--- src/rtl/fp_to_int_seq_if.sv ---
// Handshake bundle for fp_to_int_seq: operand request channel plus result/flag channel.
interface fp_to_int_seq_if #(
  parameter int unsigned WIDTH     = 32,
  parameter int unsigned INT_WIDTH = 32
);
  logic                 in_valid;
  logic                 in_ready;
  logic [WIDTH-1:0]     a;
  logic                 out_valid;
  logic                 out_ready;
  logic [INT_WIDTH-1:0] result;
  logic                 invalid;
  logic                 overflow;
  logic                 inexact;

  modport master (output in_valid, a, out_ready,
                  input  in_ready, out_valid, result, invalid, overflow, inexact);
  modport slave  (input  in_valid, a, out_ready,
                  output in_ready, out_valid, result, invalid, overflow, inexact);
endinterface

--- src/rtl/fp_to_int_seq.sv ---
// Iterative IEEE-754 single -> signed integer converter, one bit of shift per cycle.
// Define FP2INT_RNE_EN for round-to-nearest-even; default build truncates toward zero.
module fp_to_int_seq #(
  parameter int unsigned WIDTH     = 32,
  parameter int unsigned EXP_BITS  = 8,
  parameter int unsigned MANT_BITS = 23,
  parameter int unsigned INT_WIDTH = 32
) (
  input  logic          clk,
  input  logic          rst_n,
  fp_to_int_seq_if.slave bus
);
  localparam int unsigned BIAS      = (1 << (EXP_BITS - 1)) - 1;
  localparam int unsigned HALF_EXP  = BIAS - 1;                // e = -1
  localparam int unsigned ALIGN_EXP = BIAS + MANT_BITS;        // e = MANT_BITS, no shift
  localparam int unsigned SAT_EXP   = BIAS + INT_WIDTH - 1;    // e = INT_WIDTH-1
  localparam int unsigned SIG_W     = MANT_BITS + 1;
  localparam int unsigned CNT_W     = $clog2(SIG_W + 1);
  localparam logic [EXP_BITS-1:0]  EXP_MAX = '1;
  localparam logic [INT_WIDTH-1:0] INT_MAX = {1'b0, {(INT_WIDTH-1){1'b1}}};
  localparam logic [INT_WIDTH-1:0] INT_MIN = {1'b1, {(INT_WIDTH-1){1'b0}}};

  typedef enum logic [1:0] {S_IDLE, S_SHIFT, S_ROUND, S_DONE} state_e;

  state_e               state_q, state_d;
  logic                 sign_q, sign_d, left_q, left_d;
  logic [CNT_W-1:0]     cnt_q, cnt_d;
  logic [INT_WIDTH-1:0] mag_q, mag_d;
  logic                 guard_q, guard_d, sticky_q, sticky_d;
  logic [INT_WIDTH-1:0] result_q, result_d;
  logic                 invalid_q, invalid_d, overflow_q, overflow_d, inexact_q, inexact_d;
  logic                 out_valid_q, out_valid_d, in_ready_q, in_ready_d;

  logic                 sign_w;
  logic [EXP_BITS-1:0]  exp_w;
  logic [MANT_BITS-1:0] mant_w;
  logic                 special_c, spec_inv_c, spec_ovf_c, spec_inx_c, left_c, inc_c;
  logic [INT_WIDTH-1:0] spec_res_c, mag_rnd_c;
  logic [CNT_W-1:0]     cnt_c;

  assign sign_w = bus.a[WIDTH-1];
  assign exp_w  = bus.a[WIDTH-2 -: EXP_BITS];
  assign mant_w = bus.a[MANT_BITS-1:0];

  // Operand classification; only consumed on the accept edge
  always_comb begin
    special_c  = 1'b1;
    spec_res_c = '0;
    spec_inv_c = 1'b0;
    spec_ovf_c = 1'b0;
    spec_inx_c = 1'b0;
    left_c     = 1'b0;
    cnt_c      = '0;
    if (exp_w == EXP_MAX) begin
      spec_inv_c = 1'b1;
      spec_res_c = (sign_w && mant_w == '0) ? INT_MIN : INT_MAX;
    end else if (exp_w == '0) begin
      spec_inx_c = (mant_w != '0);
    end else if (exp_w < EXP_BITS'(HALF_EXP)) begin
      spec_inx_c = 1'b1;
    end else if (exp_w >= EXP_BITS'(SAT_EXP)) begin
      if (sign_w && exp_w == EXP_BITS'(SAT_EXP) && mant_w == '0) begin
        spec_res_c = INT_MIN;
      end else begin
        spec_res_c = sign_w ? INT_MIN : INT_MAX;
        spec_ovf_c = 1'b1;
      end
    end else begin
      special_c = 1'b0;
      left_c    = (exp_w >= EXP_BITS'(ALIGN_EXP));
      cnt_c     = left_c ? CNT_W'(exp_w - EXP_BITS'(ALIGN_EXP))
                         : CNT_W'(EXP_BITS'(ALIGN_EXP) - exp_w);
    end
  end

  always_ff @(posedge clk or negedge rst_n) begin
    if (!rst_n) state_q <= S_IDLE;
    else        state_q <= state_d;
  end

  always_comb begin
    state_d = state_q;
    case (state_q)
      S_IDLE:  if (bus.in_valid)
                 state_d = special_c ? S_DONE : ((cnt_c == '0) ? S_ROUND : S_SHIFT);
      S_SHIFT: if (cnt_q == CNT_W'(1)) state_d = S_ROUND;
      S_ROUND: state_d = S_DONE;
      S_DONE:  if (bus.out_ready) state_d = S_IDLE;
      default: state_d = S_IDLE;
    endcase
  end

  // Datapath and output next-state
  always_comb begin
    sign_d      = sign_q;
    left_d      = left_q;
    cnt_d       = cnt_q;
    mag_d       = mag_q;
    guard_d     = guard_q;
    sticky_d    = sticky_q;
    result_d    = result_q;
    invalid_d   = invalid_q;
    overflow_d  = overflow_q;
    inexact_d   = inexact_q;
    out_valid_d = out_valid_q;
    inc_c       = 1'b0;
    mag_rnd_c   = mag_q;
    in_ready_d  = (state_d == S_IDLE);
    case (state_q)
      S_IDLE: if (bus.in_valid) begin
        sign_d   = sign_w;
        left_d   = left_c;
        cnt_d    = cnt_c;
        mag_d    = INT_WIDTH'({1'b1, mant_w});
        guard_d  = 1'b0;
        sticky_d = 1'b0;
        if (special_c) begin
          result_d    = spec_res_c;
          invalid_d   = spec_inv_c;
          overflow_d  = spec_ovf_c;
          inexact_d   = spec_inx_c;
          out_valid_d = 1'b1;
        end
      end
      S_SHIFT: begin
        cnt_d = cnt_q - CNT_W'(1);
        if (left_q) begin
          mag_d = {mag_q[INT_WIDTH-2:0], 1'b0};
        end else begin
          mag_d    = {1'b0, mag_q[INT_WIDTH-1:1]};
          guard_d  = mag_q[0];
          sticky_d = sticky_q | guard_q;
        end
      end
      S_ROUND: begin
`ifdef FP2INT_RNE_EN
        inc_c = guard_q & (sticky_q | mag_q[0]);
`else
        inc_c = 1'b0;
`endif
        mag_rnd_c   = mag_q + INT_WIDTH'(inc_c);
        result_d    = sign_q ? (INT_WIDTH'(0) - mag_rnd_c) : mag_rnd_c;
        invalid_d   = 1'b0;
        overflow_d  = 1'b0;
        inexact_d   = guard_q | sticky_q;
        out_valid_d = 1'b1;
      end
      S_DONE: if (bus.out_ready) out_valid_d = 1'b0;
      default: ;
    endcase
  end

  always_ff @(posedge clk or negedge rst_n) begin
    if (!rst_n) begin
      sign_q      <= 1'b0;
      left_q      <= 1'b0;
      cnt_q       <= '0;
      mag_q       <= '0;
      guard_q     <= 1'b0;
      sticky_q    <= 1'b0;
      result_q    <= '0;
      invalid_q   <= 1'b0;
      overflow_q  <= 1'b0;
      inexact_q   <= 1'b0;
      out_valid_q <= 1'b0;
      in_ready_q  <= 1'b1;
    end else begin
      sign_q      <= sign_d;
      left_q      <= left_d;
      cnt_q       <= cnt_d;
      mag_q       <= mag_d;
      guard_q     <= guard_d;
      sticky_q    <= sticky_d;
      result_q    <= result_d;
      invalid_q   <= invalid_d;
      overflow_q  <= overflow_d;
      inexact_q   <= inexact_d;
      out_valid_q <= out_valid_d;
      in_ready_q  <= in_ready_d;
    end
  end

  assign bus.in_ready  = in_ready_q;
  assign bus.out_valid = out_valid_q;
  assign bus.result    = result_q;
  assign bus.invalid   = invalid_q;
  assign bus.overflow  = overflow_q;
  assign bus.inexact   = inexact_q;
endmodule
--- src/flat_wrapper.sv ---
// flat-port wrapper written by rule: the top's interface ports become plain ports
module fp_to_int_seq_flat 
#(
  parameter int unsigned WIDTH     = 32,
  parameter int unsigned EXP_BITS  = 8,
  parameter int unsigned MANT_BITS = 23,
  parameter int unsigned INT_WIDTH = 32
)
  (clk, rst_n, bus_in_valid, bus_a, bus_out_ready, bus_in_ready, bus_out_valid, bus_result, bus_invalid, bus_overflow, bus_inexact);
  fp_to_int_seq_if #(.WIDTH(WIDTH), .INT_WIDTH(INT_WIDTH)) bus_i ();
  input  logic clk;
  input  logic rst_n;
  input wire logic [$bits(bus_i.in_valid)-1:0] bus_in_valid;
  input wire logic [$bits(bus_i.a)-1:0] bus_a;
  input wire logic [$bits(bus_i.out_ready)-1:0] bus_out_ready;
  output wire logic [$bits(bus_i.in_ready)-1:0] bus_in_ready;
  output wire logic [$bits(bus_i.out_valid)-1:0] bus_out_valid;
  output wire logic [$bits(bus_i.result)-1:0] bus_result;
  output wire logic [$bits(bus_i.invalid)-1:0] bus_invalid;
  output wire logic [$bits(bus_i.overflow)-1:0] bus_overflow;
  output wire logic [$bits(bus_i.inexact)-1:0] bus_inexact;
  assign bus_i.in_valid = bus_in_valid;
  assign bus_i.a = bus_a;
  assign bus_i.out_ready = bus_out_ready;
  assign bus_in_ready = bus_i.in_ready;
  assign bus_out_valid = bus_i.out_valid;
  assign bus_result = bus_i.result;
  assign bus_invalid = bus_i.invalid;
  assign bus_overflow = bus_i.overflow;
  assign bus_inexact = bus_i.inexact;
  fp_to_int_seq #(.WIDTH(WIDTH), .EXP_BITS(EXP_BITS), .MANT_BITS(MANT_BITS), .INT_WIDTH(INT_WIDTH)) u_core (.clk(clk), .rst_n(rst_n), .bus(bus_i));
endmodule
--- config.mk ---
export PLATFORM = sky130hd
export DESIGN_NAME = fp_to_int_seq_flat
export DESIGN_NICKNAME = d
export VERILOG_FILES = /design/src/rtl/fp_to_int_seq_if.sv /design/src/rtl/fp_to_int_seq.sv /design/src/flat_wrapper.sv
export SDC_FILE = /design/constraint.sdc
export NUM_CORES = 1
export LEC_CHECK = 0
export ABC_AREA = 1
export CAP_MARGIN = 25
export CORE_UTILIZATION = 35
export CTS_CLUSTER_SIZE = 25
export DETAILED_ROUTE_END_ITERATION = 10
export GPL_TIMING_DRIVEN = 0
export HOLD_SLACK_MARGIN = 0.12
export SYNTH_ARGS = -nofsm -noshare
export SYNTH_HDL_FRONTEND = slang
export SYNTH_SLANG_ARGS = --single-unit
--- constraint.sdc ---
create_clock -name clk -period 2.2 [get_ports clk]
set_clock_uncertainty 0.15 [all_clocks]
set_input_delay 0.44 -clock clk [delete_from_list [all_inputs] [get_ports clk]]
set_output_delay 0.44 -clock clk [all_outputs]
set_load 0.02 [all_outputs]
==> results.txt, run 1 <==
----------------------------------------------------
[Synthesis]
  Leading cell types by total area after synthesis ... sky130_fd_sc_hd__dfrtp_1 (38%), sky130_fd_sc_hd__nand2_1 (17%), sky130_fd_sc_hd__nand3_1 (5.7%), sky130_fd_sc_hd__inv_1 (5.1%), sky130_fd_sc_hd__o21ai_0 (4.7%)
  Post-synthesis compound-gate area fraction ... 17.72%
  Synth unique cells ... 41
  Syn_area_per_cell ... between 6 and 7 sq um
  Flip-flop and latch count after synthesis ... 80
  Cell Area, Synth ... ~5200 sq um
  Leading cell types by count after synthesis ... sky130_fd_sc_hd__nand2_1 (232), sky130_fd_sc_hd__dfrtp_1 (79), sky130_fd_sc_hd__inv_1 (71), sky130_fd_sc_hd__nand3_1 (59), sky130_fd_sc_hd__nor2_1 (57)
  Most used standard cell by instance count after synthesis ... sky130_fd_sc_hd__nand2_1
  Proportion of synthesized area in mux cells ... 0%
  Cell taking the most area after synthesis ... sky130_fd_sc_hd__dfrtp_1
  Sequential element share of the synthesized area ... around two fifths
  Synthesized-area fraction occupied by and/or/nand/nor cells ... between 30% and 40%
  Mapped Cells ... roughly 750
  Area share of fa/ha/maj cells after synthesis ... between 2 and 2.5%
  Dominant combinational cell family by area after synthesis ... simple AND/OR/NAND/NOR gates
  Number of warnings printed during yosys synthesis ... 0
  Commonest register cell after synthesis ... sky130_fd_sc_hd__dfrtp_1
  Asr flop ratio synth ... 100.0%
  Syn nets ... roughly 790
  Fraction of synthesized cell area in xor and xnor cells ... 1.007%
  Number of enable-type register cells in the synthesized netlist ... 0
  Share of Yosys cell area claimed by the top area cell type ... a little under two fifths

[Worst hold path]
  Min-delay worst type ... in -> reg
  Origin of the worst min-delay path ... bus_a[10]
  Terminating pin of the worst hold path ... u_core.mag_q[10]
  Cell count of the worst hold path ... 3

[Clock tree]
  Number of clock buffers inserted by TritonCTS ... 9
  CTS clk-pin slew, worst paths ... 0.07 ns
  Clock net sink count ... 80
  Deepest clock path buffer count ... 2
  Clock Tree Root ... sky130_fd_sc_hd__clkbuf_16
  CTS tree ... done
  Count of H-tree levels built during CTS ... 3
  Clock latency of the later-clocked register in the worst-skew pair ... around 0.35 ns

[Finish]
  Filler cell count in the final layout ... 1508
  Total inserted antenna cells ... 0
  Post-layout instance area ... 6852 sq um
  Share of cells above drive strength 1 ... approximately an eighth
  P&R area growth vs syn ... 31.32%
  Net count, final ... approximately 900

[Global route]
  Overflow after GRT ... 0
  Number of antenna violations at the first check in global routing ... 0
  Vias in the first global route ... 4895
  Overall fraction of global-route tracks in use ... between 20 and 25%
  First-pass GRT wire length ... between 20000 and 30000 um
  Largest net degree at the start of global routing ... 51

[Route]
  # DRC ... 0
  Routed wire length per instance ... between 15 and 20 um
  Final WL ... approximately 16000 um
  Detail Route Antenna Nets ... 0
  Number of vias per cell after detailed routing ... 5.111
  DRT Pass-1 Iters ... 5
  Total via count after detailed routing ... between 5000 and 6000
  Violation count after the first detailed-route iteration ... slightly above 300

[Critical path]
  Sequence of cells on the critical path ... inv_2 -> nor2_4 -> nand2_1 -> clkbuf_1 -> o22ai_1 -> a211oi_1 -> a21oi_1
  Category of the critical setup timing path ... reg -> reg
  Worst EP required ... about 2.3 ns
  RR Startpoint ... u_core.state_q[0]
  Count of cells along the worst register-to-register path ... 7
  Crit start category ... register
  Delay of the slowest cell on the worst path ... 0.44 ns
  Cell at the slowest stage of the critical path ... sky130_fd_sc_hd__dfrtp_1
  Setup slack of the most critical reg-to-reg path ... 0.09 ns
  Data arrival time of the critical path ... ~2.2 ns
  Worst r2r dst ... u_core.mag_q[17]
  Max Fanout on Critical Path ... 10
  Critical Path Sink Type ... register

[STA]
  Minimum clock period ... approximately 2.1 ns
  Peak Freq ... approximately 470 MHz
  Slew HR ... approximately 64%
  Final hold violations ... 0
  Final Slew Violations ... 0
  Worst Slack Setup Final ... between 0.09 and 0.1 ns
  Final count of negative-setup-slack endpoints ... 0
  RSZ-0062 raised after global routing ... true
  Transition time at the pin with the least slew margin ... between 0.5 and 0.6 ns
  Final period util ... 95.83%

[Floorplan]
  Die height ... roughly 120 um
  Number of primary I/O pins ... between 70 and 80
  Initial standard-cell utilization of the core ... between 30 and 40%
  Row count ... 44
  Die span in x ... ~120 um
  Standard cell core area ... roughly 15000 sq um
  Total die area ... about 15000 sq um

[Placed design]
  Worst setup timing slack at the placement stage ... -0.7424 ns
  Placer Congestion ... between 0.8 and 0.9
  Placed inst area ... a little over 6000 sq um
  Count of input and output buffers ... just over 70
  Placed wire-length estimate ... 11950 um

[Run]
  Count of max-cap constraint violations ... 0

[Pwr]
  Static leakage ... 3.282 nW
  VDD IR max ... between 0.5 and 0.6 mV
  Total power density per cell area ... around 1400 nW/um^2
  Total power ... roughly 9.5 mW

[Outcome]
  Status ... completed

----------------------------------------------------
## what timing repair did
item                                    CTS  global route
pin swaps                                 2            10
setup buffers                             5            10
hold endpoints to repair                 29             0
gates resized for setup                  21            47
endpoints found under the setup margin   39            44
hold buffers                              1             0
gates cloned                              0             3
## stage by stage
step                      util (%)  hold WS, ns  TNS [ns]  cells
after floorplan                  -    -0.005591         0    749
after global placement       42.37       0.3112   -229.57   1004
after detailed placement     42.54       0.2732    -30.13   1005
after CTS                    45.47       0.3272         0   1027
after global routing         47.14       0.3148  -0.06317   1040
final                        47.14       0.2921         0   1040
## report_power, final
| part | internal, mW | total (mW) | switching (mW) |
|---|---|---|---|
| combinational | 1.99 | 5.19 | 3.21 |
| sequential | 2.17 | 2.70 | 0.537 |
| clock | 1.03 | 1.65 | 0.616 |
| total | 5.18 | 9.54 | 4.36 |
## cell type report
cell class / instances / area, sq um / area share [%]
well taps: 184 / 230.2 / 3.360
repair buffers: 90 / 908.4 / 13.26
clock buffers: 12 / 246.5 / 3.598
plain buffers: 31 / 188.9 / 2.757
inverters: 78 / 292.8 / 4.273
flip-flops and latches: 80 / 2003 / 29.24
clock inverters: 4 / 76.32 / 1.114
multi-input cells: 561 / 2905 / 42.40
## cell families after synthesis
logic type | after synthesis
and+or+nand+nor | 390
AOI/OAI and AO/OA | 155
buffers and inverters | 109
DFF | 80
adders and majority gates | 9
xor gates and xnor gates | 6
## worst max-delay path: cells and delay by family, from the launching register on
kind / cells / cell delay [ns]
buffers and inverters: 2 / 0.57
AO/OA/AOI/OAI: 3 / 0.46
AND/OR/NAND/NOR: 2 / 0.36
flip-flops: 1 / 0.44
## sequential cells by signal, summed over array words and instances (netlist names), 2 cells and up
| name | cells |
|---|---|
| u_core.cnt_q | 5 |
| u_core.state_q | 2 |
| u_core.bus.result | 32 |
| u_core.mag_q | 32 |
## how the worst max path moves through the flow
stage	from	endpoint	slack [ns]	depth (start not counted)
after floorplan	bus_a[23]	u_core.bus.result[10]	0.28	14
after global placement	rst_n	u_core.bus.result[19]	-2.52	1
after detailed placement	bus_a[24]	u_core.bus.result[1]	-0.74	11
after CTS	bus_a[25]	u_core.bus.result[2]	0.01	13
after global routing	u_core.mag_q[2]	u_core.bus.result[25]	-0.03	12
final	u_core.state_q[0]	u_core.mag_q[17]	0.09	7
## per-layer routing
layer	track usage (%)	share of wire [%]	up-vias
met1	29.69	48	2418
met2	34.46	45	154
met4	8.185	2.7	0
li1	-	-	2709
met3	2.793	4.5	34
met5	0	0	-
## placed cells by master (no fill, tap or decap), types with 17 or more instances in the layout
cell type | synthesis | layout
sky130_fd_sc_hd__inv_1 | 71 | 63
sky130_fd_sc_hd__nand2_1 | 232 | 227
sky130_fd_sc_hd__o22ai_1 | 21 | 21
sky130_fd_sc_hd__buf_4 | 2 | 17
sky130_fd_sc_hd__a211oi_1 | 20 | 19
sky130_fd_sc_hd__o21ai_0 | 49 | 49
sky130_fd_sc_hd__nor2_1 | 57 | 53
sky130_fd_sc_hd__dfrtp_1 | 79 | 79
sky130_fd_sc_hd__a21oi_1 | 44 | 43
sky130_fd_sc_hd__nand3_1 | 59 | 54
sky130_fd_sc_hd__clkdlybuf4s50_1 | 0 | 57
Note: power is estimated with default switching activity, not from simulation.
==> run 2, diff against run 1 <==
Settings changed: GPL_TIMING_DRIVEN 0 to not set.
==> run 2 against run 1 <==
Non-clock buffer count increased by 33. Sequential power hardly changed. Largest power group unchanged. Fmax is 1.5% higher. Critical endpoint is now u_core.bus.result[2]. Routed wire length down 6.5%. Register-to-register slack gained 0.07 ns. Critical path type is now in -> reg.
==> results.txt, run 2 (synthesis gave the netlist of run 1 again) <==
----------------------------------------------------
[Critical path]
  Count of buffer and inverter cells on the critical path ... 4
  Delay of the slowest cell on the worst path ... approximately 0.50 ns
  Crit start category ... primary input
  Max Fanout on Critical Path ... 19
  Sequence of cells on the critical path ... clkdlybuf4s50_1 -> inv_1 -> nor4_2 -> inv_1 -> o21ai_2 -> nand3_4 -> buf_12 -> o31ai_1 -> nand2_1 -> nand2_1
  Category of the critical setup timing path ... in -> reg
  Data arrival time of the critical path ... between 2 and 2.5 ns
  Cell at the slowest stage of the critical path ... sky130_fd_sc_hd__clkdlybuf4s50_1
  Critical Path Sink Type ... register
  Dominant delay contributor by cell family on the critical path ... buffers and inverters
  Worst EP required ... ~2.3 ns

[Route]
  Routed wire length per instance ... between 10 and 15 um
  DRT Pass-1 Iters ... 5
  Violation count after the first detailed-route iteration ... between 300 and 400
  Final WL ... about 15000 um
  Number of vias per cell after detailed routing ... just under 5
  Detail Route Antenna Nets ... 0
  # DRC ... 0
  Total via count after detailed routing ... ~5300

[Clock tree]
  CTS tree ... done
  CTS clk-pin slew, worst paths ... roughly 0.06 ns
  Number of clock buffers inserted by TritonCTS ... 9
  Count of H-tree levels built during CTS ... 3
  Clock net sink count ... 80
  Deepest clock path buffer count ... 2
  Clock Tree Root ... sky130_fd_sc_hd__clkbuf_16
  Clock latency of the later-clocked register in the worst-skew pair ... ~0.34 ns

[Pwr]
  Internal Pwr Total ... roughly 5.2 mW
  Clock share of power ... ~17%
  Total power density per cell area ... 1341 nW/um^2
  Switch share ... ~45%
  NetSw ... 4.228 mW
  Part of the power in registers ... between 20 and 30%
  VDD IR max ... 0.5766 mV
  Static leakage ... 3.410 nW
  Total power ... approximately 9.4 mW
  Part of the total power dissipated in combinational logic ... approximately 54%

[Floorplan]
  Total die area ... 15400 sq um
  Initial standard-cell utilization of the core ... about 36%
  Die span in x ... between 100 and 150 um
  Standard cell core area ... around 15000 sq um
  Die height ... roughly 120 um
  Row count ... 44
  Number of primary I/O pins ... 73

[STA]
  Final period util ... between 90% and 100%
  Peak Freq ... 481.5 MHz
  Worst Slack Setup Final ... roughly 0.12 ns
  Final Slew Violations ... 0
  Final count of negative-setup-slack endpoints ... 0
  Final hold violations ... 0
  Minimum clock period ... 2.077 ns
  Slew HR ... between 70% and 80%
  Transition time at the pin with the least slew margin ... 0.4173 ns

[Finish]
  Most frequent cells in the layout ... sky130_fd_sc_hd__nand2_1 (230), sky130_fd_sc_hd__dfrtp_1 (79), sky130_fd_sc_hd__buf_4 (77)
  Utilization after layout ... around half
  Most common cell after layout, fill and taps aside ... sky130_fd_sc_hd__nand2_1
  Total inserted antenna cells ... 0
  Net count, final ... slightly above 900
  Post-layout instance area ... between 7000 and 8000 sq um
  Share of cells above drive strength 1 ... between 10% and 20%
  P&R area growth vs syn ... 34.94%

[Placed design]
  Placed inst area ... around 6700 sq um
  Placed wire-length estimate ... between 10000 and 15000 um
  Count of input and output buffers ... 72
  Placer Congestion ... just under 0.9
  Worst setup timing slack at the placement stage ... -0.4304 ns

[Global route]
  Overall fraction of global-route tracks in use ... 20.60%
  First-pass GRT wire length ... about 24000 um
  Overflow after GRT ... 0
  Vias in the first global route ... between 4000 and 5000
  Number of antenna violations at the first check in global routing ... 0
  Largest net degree at the start of global routing ... 52

[Outcome]
  Status ... completed

[Worst hold path]
  Min-delay worst type ... reg -> reg

[Run]
  Count of max-cap constraint violations ... 0

----------------------------------------------------
run 2: per-layer routing:
layer	vias to the layer above	global-route usage [%]	routed length, um
li1	2762	-	-
met1	2380	29.49	7293
met2	134	31.66	6502
met3	17	2.885	689
met4	0	6.845	258
met5	-	0	0
run 2: final timing paths:
path	slack, ns	startpoint	endpoint	depth (start not counted)
max in group asynchronous	0.84	rst_n	u_core.bus.result[19]	3
worst max register to register	0.16	u_core.mag_q[2]	u_core.bus.result[25]	12
worst min register to register	0.32	u_core.bus.out_valid	u_core.bus.out_valid	2
min in group asynchronous	0.43	rst_n	u_core.cnt_q[4]	2
worst max-delay path	0.12	bus_a[30]	u_core.bus.result[2]	10
worst min-delay path	0.32	u_core.bus.out_valid	u_core.bus.out_valid	2
run 2: metrics by stage:
| stage | hold slack (ns) | TNS (ns) | std cells |
|---|---|---|---|
| 3_5_place_dp | 0.2556 | -16.41 | 1054 |
| 5_1_grt | 0.3442 | -0.03960 | 1072 |
| 4_1_cts | 0.3329 | 0 | 1071 |
| 2_1_floorplan | -0.005591 | 0 | 749 |
| 3_3_place_gp | 0.2529 | -14.83 | 1054 |
| 6_report | 0.3247 | 0 | 1072 |
run 2: repair_timing:
| item | in CTS | in global routing |
|---|---|---|
| pin swaps | 0 | 3 |
| endpoints found under the setup margin | 36 | 41 |
| hold buffers | 1 | 0 |
| resized for setup | 2 | 16 |
| setup buffers | 0 | 1 |
| gates cloned | 0 | 0 |
| hold endpoints to repair | 28 | 0 |
run 2: final cells by class:
type	instances	area (sq um)
multi-input combinational	560	2803
tap	184	230.2
clock buffer	10	229.0
clock inverter	6	83.83
sequential	80	2003
timing repair buffer	154	1396
fill	1497	7493
inverter	78	295.3
run 2: tightest hold or removal path, stage by stage (launching register included):
cell and delay, ns:
sky130_fd_sc_hd__dfrtp_1 0.34, sky130_fd_sc_hd__nand2_1 0.05, sky130_fd_sc_hd__nand2_1 0.05
run 2: power by group through the flow:
stage               Sequential, mW  Combinational (mW)  Clock [mW]
CTS                           2.69                5.12        1.64
floorplan                     2.95                2.97           0
detailed placement            2.71                5.10           0
finish                        2.70                5.14        1.60
global route                  2.80                5.78        1.70
global placement              2.70                5.07           0
